==> config.mk <==
export PLATFORM = sky130hd
export DESIGN_NAME = instr_encode_loader
export DESIGN_NICKNAME = d
export VERILOG_FILES = /design/src/rtl/instr_encode_loader.sv
export SDC_FILE = /design/constraint.sdc
export NUM_CORES = 1
export LEC_CHECK = 0
export CAP_MARGIN = 20
export CORE_UTILIZATION = 48
export CTS_BUF_LIST = sky130_fd_sc_hd__clkbuf_2 sky130_fd_sc_hd__clkbuf_4 sky130_fd_sc_hd__clkbuf_8
export CTS_CLUSTER_DIAMETER = 50
export CTS_CLUSTER_SIZE = 12
export DETAILED_ROUTE_END_ITERATION = 8
export PLACE_DENSITY = 0.83
export SLEW_MARGIN = 20
export SYNTH_ARGS = -nofsm -noshare
export SYNTH_HDL_FRONTEND = slang
export SYNTH_SLANG_ARGS = --single-unit
==> constraint.sdc <==
create_clock -name clk -period 2.8 [get_ports clk]
set_clock_uncertainty 0.2 [all_clocks]
set_input_delay 0.56 -clock clk [delete_from_list [all_inputs] [get_ports clk]]
set_output_delay 0.56 -clock clk [all_outputs]
set_load 0.01 [all_outputs]
==> src/rtl/instr_encode_loader.sv <==
// rtl/instr_encode_loader.sv - encodes RV32I instruction fields and streams them into instruction memory
// Accepts one field set per two cycles, checks it, and writes the encoded word at the running pointer.
module instr_encode_loader #(
   parameter int ADDR_W = 6
) (
   input  logic              clk,
   input  logic              rst_n,
   input  logic              start,
   input  logic              in_valid,
   output logic              in_ready,
   input  logic [2:0]        in_class,
   input  logic [2:0]        in_funct3,
   input  logic              in_f7b5,
   input  logic [4:0]        in_rd,
   input  logic [4:0]        in_rs1,
   input  logic [4:0]        in_rs2,
   input  logic [12:0]       in_imm,
   input  logic              in_last,
   output logic              imem_we,
   output logic [ADDR_W-1:0] imem_addr,
   output logic [31:0]       imem_wdata,
   output logic              busy,
   output logic              done,
   output logic [1:0]        err_code,
   output logic [ADDR_W:0]   instr_count
);

   typedef enum logic [1:0] {IDLE, ACCEPT, WRITE, DONE} state_t;

   localparam logic [6:0] OP_R    = 7'b0110011;
   localparam logic [6:0] OP_I    = 7'b0010011;
   localparam logic [6:0] OP_LOAD = 7'b0000011;
   localparam logic [6:0] OP_S    = 7'b0100011;
   localparam logic [6:0] OP_B    = 7'b1100011;

   localparam logic [ADDR_W-1:0] PTR_ONE = 1;
   localparam logic [ADDR_W:0]   CNT_ONE = 1;

   state_t            state;
   logic [ADDR_W-1:0] ptr;
   logic [ADDR_W-1:0] ptr_next;
   logic              last_q;
   logic [31:0]       enc_word;
   logic [1:0]        enc_err;
   logic              imm_fits12;

   assign imm_fits12 = (in_imm[12] == in_imm[11]);
   assign ptr_next   = ptr + PTR_ONE;

   // Unused fields for a class never reach the word, so they need no masking.
   always_comb begin
      enc_word = 32'd0;
      enc_err  = 2'b00;
      case (in_class)
         3'b000: enc_word = {1'b0, in_f7b5, 5'b00000, in_rs2, in_rs1, in_funct3, in_rd, OP_R};
         3'b001: begin
            if (in_funct3 == 3'b001 || in_funct3 == 3'b101) begin
               enc_word = {1'b0, in_f7b5 & in_funct3[2], 5'b00000, in_imm[4:0],
                           in_rs1, in_funct3, in_rd, OP_I};
               if (in_imm[12:5] != 8'd0) enc_err = 2'b10;
            end else begin
               enc_word = {in_imm[11:0], in_rs1, in_funct3, in_rd, OP_I};
               if (!imm_fits12) enc_err = 2'b10;
            end
         end
         3'b010: begin
            enc_word = {in_imm[11:0], in_rs1, in_funct3, in_rd, OP_LOAD};
            if (!imm_fits12) enc_err = 2'b10;
         end
         3'b011: begin
            enc_word = {in_imm[11:5], in_rs2, in_rs1, in_funct3, in_imm[4:0], OP_S};
            if (!imm_fits12) enc_err = 2'b10;
         end
         3'b100: begin
            enc_word = {in_imm[12], in_imm[10:5], in_rs2, in_rs1, in_funct3,
                        in_imm[4:1], in_imm[11], OP_B};
            if (in_imm[0]) enc_err = 2'b10;
         end
         default: enc_err = 2'b01;
      endcase
   end

   always_ff @(posedge clk or negedge rst_n) begin
      if (!rst_n) begin
         state       <= IDLE;
         ptr         <= '0;
         last_q      <= 1'b0;
         in_ready    <= 1'b0;
         imem_we     <= 1'b0;
         imem_addr   <= '0;
         imem_wdata  <= 32'd0;
         busy        <= 1'b0;
         done        <= 1'b0;
         err_code    <= 2'b00;
         instr_count <= '0;
      end else begin
         case (state)
            IDLE, DONE: begin
               if (start) begin
                  state       <= ACCEPT;
                  ptr         <= '0;
                  instr_count <= '0;
                  err_code    <= 2'b00;
                  done        <= 1'b0;
                  in_ready    <= 1'b1;
                  busy        <= 1'b1;
               end
            end
            ACCEPT: begin
               if (in_valid) begin
                  in_ready <= 1'b0;
                  if (enc_err != 2'b00) begin
                     state    <= DONE;
                     err_code <= enc_err;
                     done     <= 1'b1;
                     busy     <= 1'b0;
                  end else begin
                     state      <= WRITE;
                     imem_we    <= 1'b1;
                     imem_addr  <= ptr;
                     imem_wdata <= enc_word;
                     last_q     <= in_last;
                  end
               end
            end
            WRITE: begin
               imem_we     <= 1'b0;
               ptr         <= ptr_next;
               instr_count <= instr_count + CNT_ONE;
               if (last_q) begin
                  state <= DONE;
                  done  <= 1'b1;
                  busy  <= 1'b0;
               end else if (ptr_next == '0) begin
                  // Memory is full; stop rather than overwrite word 0.
                  state    <= DONE;
                  err_code <= 2'b11;
                  done     <= 1'b1;
                  busy     <= 1'b0;
               end else begin
                  state    <= ACCEPT;
                  in_ready <= 1'b1;
               end
            end
            default: state <= IDLE;
         endcase
      end
   end

endmodule

[Word level (Yosys, flattened, before mapping)]
Index checks and enable logic that the tools add are counted.
Word-level totals
  flip-flop bits (word level): 60
  bits of input ports: 40
  output and inout port bits: 51
  logic and storage cells: 92
Cells by class
  add/subtract/negate cells: 2
  equal/unequal tests: 18
  mux-type cells: 42
  bitwise gates (word level): 2
  reduce and logical (&&, ||, !) cells: 17
Operators with widths (number)
  $pmux 32 s5: 1
  $mux 32: 1
  $mux 2: 13
  $mux 1: 16
  $ne 2x2->1 const B: 7
  $pmux 7 s2: 1
  $pmux 2 s3: 2
  $pmux 6 s2: 1
  $pmux 1 s3: 3
  $pmux 2 s4: 1
  $reduce_and 4->1: 2
  $reduce_bool 8->1: 1
  $add 7x1->7 const B: 1
  $mux 7: 1
  $add 6x1->6 const B: 1
  $eq 3x1->1 const B: 2
  $eq 3x2->1 const B: 2
  $eq 3x3->1 const B: 2
  $logic_not 6->1: 1
  $mux 6: 1
  $reduce_and 3->1: 2
  $reduce_bool 2->1: 3
  $reduce_and 5->1: 1
  $eq 2x2->1 const B: 2
  11 further kinds: 13

[Longest topological paths before layout]
Gate-level depths: netlist (run 1).
  depth in word-level cells: 8
  gate-level depth with buffers: 9
  gate-level depth less buffers: 7

[Least setup slack after synthesis (run 1)]
Ideal clock, no wire load.
  path kind: input-to-reg
  start point: input in_imm[11]
  end point: register busy
  library setup time: 0.127 ns
  data arrival time: 1.886 ns
  setup slack: 0.586 ns
  stages on the path: 7
  path buffers: 0
  path through: inv_1 -> ha_1 -> a21oi_1 -> o21a_1 -> o22ai_2 -> o21a_1 -> mux2_1
On the way
  longest elaborated chain between the ends: 7
  elaborated cells on any way between the ends: 9
  those cells by class: eq/ne: 2; mux: 4; reduce/logical: 3
Ends and longest elaborated chain
  start: declaration: RTL line 17  | input logic [12:0] in_imm,
  $reduce_bool 8->1 / $eq 1x1->1 (equally long branches): RTL line 60, 47
  $mux 2 (on tied branches)
  $mux 2: RTL line 57  | if (in_funct3 == 3'b001 || in_funct3 == 3'b101) begin
  $pmux 2 s4 (*): RTL line 54  | case (in_class)
  $reduce_bool 2->1 (*): RTL line 112  | if (enc_err != 2'b00) begin
  $ne 2x2->1 (no line) (*)
  $reduce_and 4->1 (no line) (*)
  end signal: assignment: RTL line 106  | busy <= 1'b1;
  end signal: assignment: RTL line 116  | busy <= 1'b0;
  end signal: assignment: RTL line 133  | busy <= 1'b0;
  end: declaration: RTL line 22  | output logic busy,
Mark *: on every way between the ends. The rest lies on a longest branch, timed or not.
A chain may end at the register's enable or synchronous reset.

[Final worst setup path (run 1)]
  start point: input in_imm[11]
  end point: register imem_wdata[5]
On the way
  longest elaborated chain between the ends: 7
  elaborated cells on any way between the ends: 9
  those cells by class: eq/ne: 1; mux: 4; bitwise: 1; reduce/logical: 3
Ends and longest elaborated chain
  $reduce_bool 8->1 / $eq 1x1->1 (equally long branches): RTL line 60, 47
  $mux 2 (on tied branches)
  $mux 2: RTL line 57
  $pmux 2 s4 (*): RTL line 54
  $reduce_bool 2->1 (*): RTL line 112
  $not 1->1 (no line) (*)
  $reduce_and 3->1 (no line) (*)
  end signal: assignment: RTL line 121  | imem_wdata <= enc_word;
  end: declaration: RTL line 21  | output logic [31:0] imem_wdata,
Marks and branches as above.

==> results of run 1 <==
==> worst max-delay path, stage by stage <==
cell,delay (ns)
clkdlybuf4s50_1,0.49
inv_1,0.06
ha_1,0.32
a21oi_1,0.26
o21a_1,0.23
o211ai_2,0.31
buf_12,0.27
nand2_1,0.09
nand2_1,0.06
==> cells in the final DEF, fill, tap and decap left out, types with 3 or more instances in the layout <==
cell type,instances
nand2b_1,4
ha_1,5
clkbuf_8,10
buf_12,3
nand3_1,10
buf_4,11
o21ai_0,16
nor2_1,33
o21a_1,4
and4_1,3
o31ai_1,5
bufinv_16,3
xor2_1,4
dfrtp_1,57
nand2_1,78
a221oi_1,8
clkdlybuf4s50_1,87
mux2i_1,3
inv_1,10
a21oi_1,10
==> registers in the layout, indices dropped and copies added (netlist names) <==
name / count
busy: 1
done: 1
err_code: 2
imem_addr: 6
imem_wdata: 29
imem_we: 1
in_ready: 1
instr_count: 7
last_q: 1
ptr: 6
state: 2
==> layout make-up <==
cell class,count,area [um^2]
inverters,10,37.5
clock buffers,11,145
multi-input cells,226,1280
repair buffers,102,1020
fillers,398,1470
clock inverters,5,103
flip-flops and latches,57,1430
well taps,72,90.1
==> how the worst min path moves through the flow <==
stage                                       to
global placement    imem_wdata[26]$_DFFE_PN0P_
CTS                   imem_addr[2]$_DFFE_PN0P_
floorplan                     busy$_DFFE_PN0P_
global route          imem_addr[2]$_DFFE_PN0P_
finish              imem_wdata[16]$_DFFE_PN0P_
detailed placement  imem_wdata[25]$_DFFE_PN0P_
==> power by group through the flow <==
stage	sequential (mW)	clock (mW)	combinational (mW)
floorplan	1.44	0	0.649
global placement	1.32	0	1.53
detailed placement	1.33	0	1.57
CTS	1.32	0.969	1.60
global route	1.35	1.01	1.73
finish	1.32	0.956	1.58
==> stage by stage <==
| step | total power [mW] | hold slack [ns] | utilization, % |
|---|---|---|---|
| floorplan | 2.09 | 0.0644 | - |
| finish | 3.86 | 0.0574 | 73.6 |
| global placement | 2.86 | 0.251 | 69.0 |
| global route | 4.10 | 0.103 | 73.6 |
| CTS | 3.88 | 0.0664 | 73.4 |
| detailed placement | 2.90 | 0.256 | 69.0 |
==> cell families after synthesis <==
logic type	share of synthesized area (%)
AND/OR/NAND/NOR	22.0
AO/OA/AOI/OAI	15.9
flip-flops	50.5
buffers and inverters	4.60
multiplexers	2.79
XOR/XNOR	1.86
adder cells (fa/ha/maj)	2.21
other	0.133
==> per-layer routing <==
metal	routed length [um]	vias up
li1	-	1264
met4	180	0
met5	0	-
met1	3330	1223
met3	410	18
met2	3380	85
==> flow_metrics.tcl, run 1 <==
set metrics [dict create \
    max_slew_margin_pct 43.2 \
    p_per_area_nw_per_um2 942 \
    p_leak_nw 1.86 \
    avgRoutedWirePerCell_um 15.1 \
    crit-reg2reg-capture "busy$_DFFE_PN0P_" \
    place_ws_ns -0.0988 \
    grt_pass1_vias 2457 \
    syn_area_per_cell_um2 9.18 \
    place_area_um2 3850 \
    antenna_left 0 \
    synth_ff_type "dfrtp_1" \
    cts.sinks 57 \
    die_area_um2 6200 \
    synth_commonest_cells "nand2_1 (78), dfrtp_1 (57), nor2_1 (33), o21ai_0 (16)" \
    post-route-period-util_pct 94.2 \
    crit_type "primary input to flop" \
    met1_usage_pct 34.8 \
    dr.first_iter.drc_count 235 \
    grt_pass1_wl_um 11800 \
    nets 451 \
    netlist.area_leader.share_pct 50.5 \
    cp-end-kind "flop" \
    drive_above_1_share_pct 10.2 \
    arrival_ns 2.66 \
    netSwitchingFraction_pct 32.9 \
    power_frac_seq_pct 34.2 \
    cp-start-kind "primary input" \
    rsz0062_at_grt "false" \
    grt_overflow 0 \
    clk_path_buf_depth 2 \
    ctsResizeCount 0 \
    die_w_um 78.7 \
    grt_use_total_pct 25.5 \
    peakVddDrop_mv 0.601 \
    syn-cell-area_um2 2830 \
    hp-class "primary input to asynchronous set/reset pin" \
    cts_tree "built" \
    path_clk_slew_ns 0.06 \
    status "finished, final reports clean" \
    cts_root_buf "clkbuf_8" \
    drt_pass1_iterations 4 \
    cts_hold_buf 0 \
    tightest_slew_ns 0.842 \
    yosys-top-cells-area "dfrtp_1 (50%), nand2_1 (10%), nor2_1 (4.4%)" \
    gp_congestion 0.855 \
    antenna_found_initial 0 \
    yosysWarnings 0 \
    worstPathRequired_ns 2.82 \
    setup_violations 0 \
    die_y_um 78.7 \
    final-instance-count-excl-fill 483 \
    yosysTopAreaCell "dfrtp_1" \
    worstSetupEndpoint "imem_wdata[5]$_DFFE_PN0P_" \
    critPathLaunch "in_imm[11]" \
    clkPwrFrac_pct 24.8 \
    cts_max_level 3 \
    ys_ff_latch 57 \
    clock.fmax_ghz 0.379 \
    grt_start_max_net_pins 31 \
    p_comb_share_pct 41.0 \
    design_area_um2 4100 \
    n_antenna_cell 0 \
    post-cts-setup-buffer-count 0 \
    setup_slack_ns 0.161 \
    design.core.area_um2 5570 \
    cts_made_buffers 9 \
    initial_core_util_pct 50.7 \
    seq_area_frac_synth_pct 50.5 \
    syn_inst 308 \
    synth_edf_count 0 \
    syn_to_final_growth_pct 45.1 \
    pin_count 91 \
    use_met2_pct 37.7 \
    r2r.worst_path.cells 7 \
    grt_use_met3_pct 6.78 \
    ys_types 52 \
    slew_viol_final 0 \
    path_max_fanout 23 \
    async_reset_ff_share_pct 100 \
    drt-total-wl_um 7300 \
    num_vias 2590 \
    fin_crit_ns 2.64 \
    rr_startpoint "state[0]$_DFFE_PN0P_" \
    final_hold_viol_count 0 \
    grt.busiest_layer "met2" \
    detailed_place_hpwl_um 5130 \
    p_switching_mw 1.27 \
    viasPerCell 5.36 \
    drv_cap 0 \
    drc 0 \
    p_int_mw 2.59 \
    rows 27 \
    post-place-cells 467 \
    finalSetupTns_ns 0 \
    reg2reg_setup_slack_ns 0.47 \
    port_buffers 88 \
    clock_latency_ns 0.34 \
    synth.most_common_cell "nand2_1" \
]
Note: power is estimated with default switching activity, not from simulation.
==> inputs of run 2 (changes only) <==
- CTS_BUF_LIST: sky130_fd_sc_hd__clkbuf_2 sky130_fd_sc_hd__clkbuf_4 sky130_fd_sc_hd__clkbuf_8 -> sky130_fd_sc_hd__clkbuf_8
- SLEW_MARGIN: 20 -> 5
==> run 2 against run 1 <==
  * Count of clock-buffer cells in the layout decreased by 1
  * Via count increased by 0.19%
  * Worst hold slack got worse by 0.0027 ns
  * Global-route usage decreased by 0.075 points
  * Non-clock buffer count unchanged
  * Final area about the same
  * Clock power decreased by 1%
  * Utilization decreased by 0.067 points
  * Combinational power about the same
  * Sequential share of layout area about the same
  * Routed wire length about the same
  * Largest cell class unchanged
==> flow_metrics.tcl, run 2 (synthesis gave the netlist of run 1 again) <==
set metrics [dict create \
    largest_reg_flops 29 \
    design.core.area_um2 5570 \
    die_area_um2 6200 \
    rsz0062_at_grt "false" \
    final-instance-count-excl-fill 483 \
    cp-end-kind "flop" \
    cp-start-kind "primary input" \
    grt_start_max_net_pins 31 \
    grt_use_met3_pct 6.78 \
    path_buf_inv 3 \
    grt_overflow 0 \
    rows 27 \
    grt_pass1_vias 2444 \
    clk_path_buf_depth 2 \
    peakVddDrop_mv 0.602 \
    n_antenna_cell 0 \
    max_slew_margin_pct 43.0 \
    final_hold_viol_count 0 \
    setup_slack_ns 0.157 \
    drive_above_1_share_pct 9.98 \
    tightest_slew_ns 0.846 \
    nets 451 \
    cts_tree "built" \
    post-cts-setup-buffer-count 0 \
    path_clk_slew_ns 0.06 \
    status "finished, final reports clean" \
    post-route-period-util_pct 94.4 \
    slowest_delay_ns 0.49 \
    ctsResizeCount 0 \
    grt.busiest_layer "met2" \
    cts.sinks 57 \
    cts_hold_buf 0 \
    layout_commonest_cell "clkdlybuf4s50_1" \
    crit_type "primary input to flop" \
    clock.fmax_ghz 0.378 \
    p_per_area_nw_per_um2 940 \
    largest-register "imem_wdata" \
    syn_to_final_growth_pct 44.9 \
    arrival_ns 2.67 \
    worst_path_max_delay_cell "clkdlybuf4s50_1" \
    pin_count 91 \
    die_y_um 78.7 \
    fin_crit_ns 2.64 \
    drt-total-wl_um 7300 \
    drc 0 \
    port_buffers 88 \
    worst_path_most_repeated_cell "nand2_1" \
    met1_usage_pct 34.8 \
    viasPerCell 5.37 \
    drv_cap 0 \
    antenna_found_initial 0 \
    path_cells "clkdlybuf4s50_1 -> inv_1 -> ha_1 -> a21oi_1 -> o21a_1 -> o211ai_2 -> buf_12 -> nand2_1 -> nand2_1" \
    final_util_pct 73.5 \
    path_max_fanout 23 \
    drt_pass1_iterations 4 \
    slew_viol_final 0 \
    fillerInstances 398 \
    use_met2_pct 37.4 \
    clock_latency_ns 0.34 \
    critPathTopFamily "buffers and inverters" \
    p_leak_nw 1.86 \
    top_regs "imem_wdata: 29 flops, instr_count: 7 flops" \
    die_w_um 78.7 \
    detailed_place_hpwl_um 5130 \
    antenna_left 0 \
    post-place-cells 467 \
    cts_root_buf "clkbuf_8" \
    critPathLaunch "in_imm[11]" \
    hp-class "primary input to asynchronous set/reset pin" \
    dr.first_iter.drc_count 191 \
    layout_common_cells "clkdlybuf4s50_1 (87), nand2_1 (78), dfrtp_1 (57), nor2_1 (33), o21ai_0 (16)" \
    grt_use_total_pct 25.4 \
    num_vias 2595 \
    place_ws_ns -0.0988 \
    cts_made_buffers 9 \
    setup_violations 0 \
    avgRoutedWirePerCell_um 15.1 \
    grt_pass1_wl_um 11800 \
    gp_congestion 0.855 \
    worstPathRequired_ns 2.83 \
    initial_core_util_pct 50.7 \
    cts_max_level 3 \
    rr_startpoint "state[0]$_DFFE_PN0P_" \
]
==> run 2: worst paths after layout <==
check                                        endpoint  slack [ns]  depth (start not counted)
setup / recovery            imem_wdata[5]$_DFFE_PN0P_        0.16                          9
hold / removal             imem_wdata[16]$_DFFE_PN0P_        0.05                          1
setup reg to reg                     busy$_DFFE_PN0P_        0.47                          7
hold reg to reg            imem_wdata[25]$_DFFE_PN0P_        0.27                          2
max in group asynchronous        state[0]$_DFFE_PN0P_        1.75                          2
min in group clk           imem_wdata[25]$_DFFE_PN0P_        0.27                          2
==> run 2: power breakdown <==
group          leakage [nW]  switching (mW)  internal (mW)
registers             0.724           0.194           1.13
logic                  1.01           0.745          0.841
clock network         0.124           0.333          0.610
total                  1.86            1.27           2.58
==> run 2: cell type report <==
class	count	area, um^2	share of cell area (%)
clock inverter	6	106	2.60
multi-input combinational	226	1280	31.2
clock buffer	10	138	3.36
tap	72	90.1	2.20
inverter	10	37.5	0.916
timing repair buffer	102	1020	24.9
sequential	57	1430	34.8
==> run 2: routing by layer <==
metal  vias to the layer above  routed length [um]
met3                        16                 387
met2                        88                3370
met4                         0                 191
li1                       1265                   -
met1                      1226                3350
met5                         -                   0
==> run 2: worst register-to-register path, cell delays in order, from the launching register on <==
cell and delay (ns):
dfrtp_1 0.35, inv_1 0.06, ha_1 0.44, nand2b_1 0.22
nand2_1 0.18, o22ai_2 0.24, o21a_1 0.20, mux2_1 0.33
==> run 2: through the flow <==
step	hold WS [ns]	TNS, ns	cell area [um^2]	power, mW
floorplan	0.0644	0	2830	2.09
global placement	0.251	0	3850	2.86
detailed placement	0.256	-1.94	3850	2.90
CTS	0.0662	0	4090	3.87
global route	0.103	0	4100	4.08
finish	0.0547	0	4100	3.85
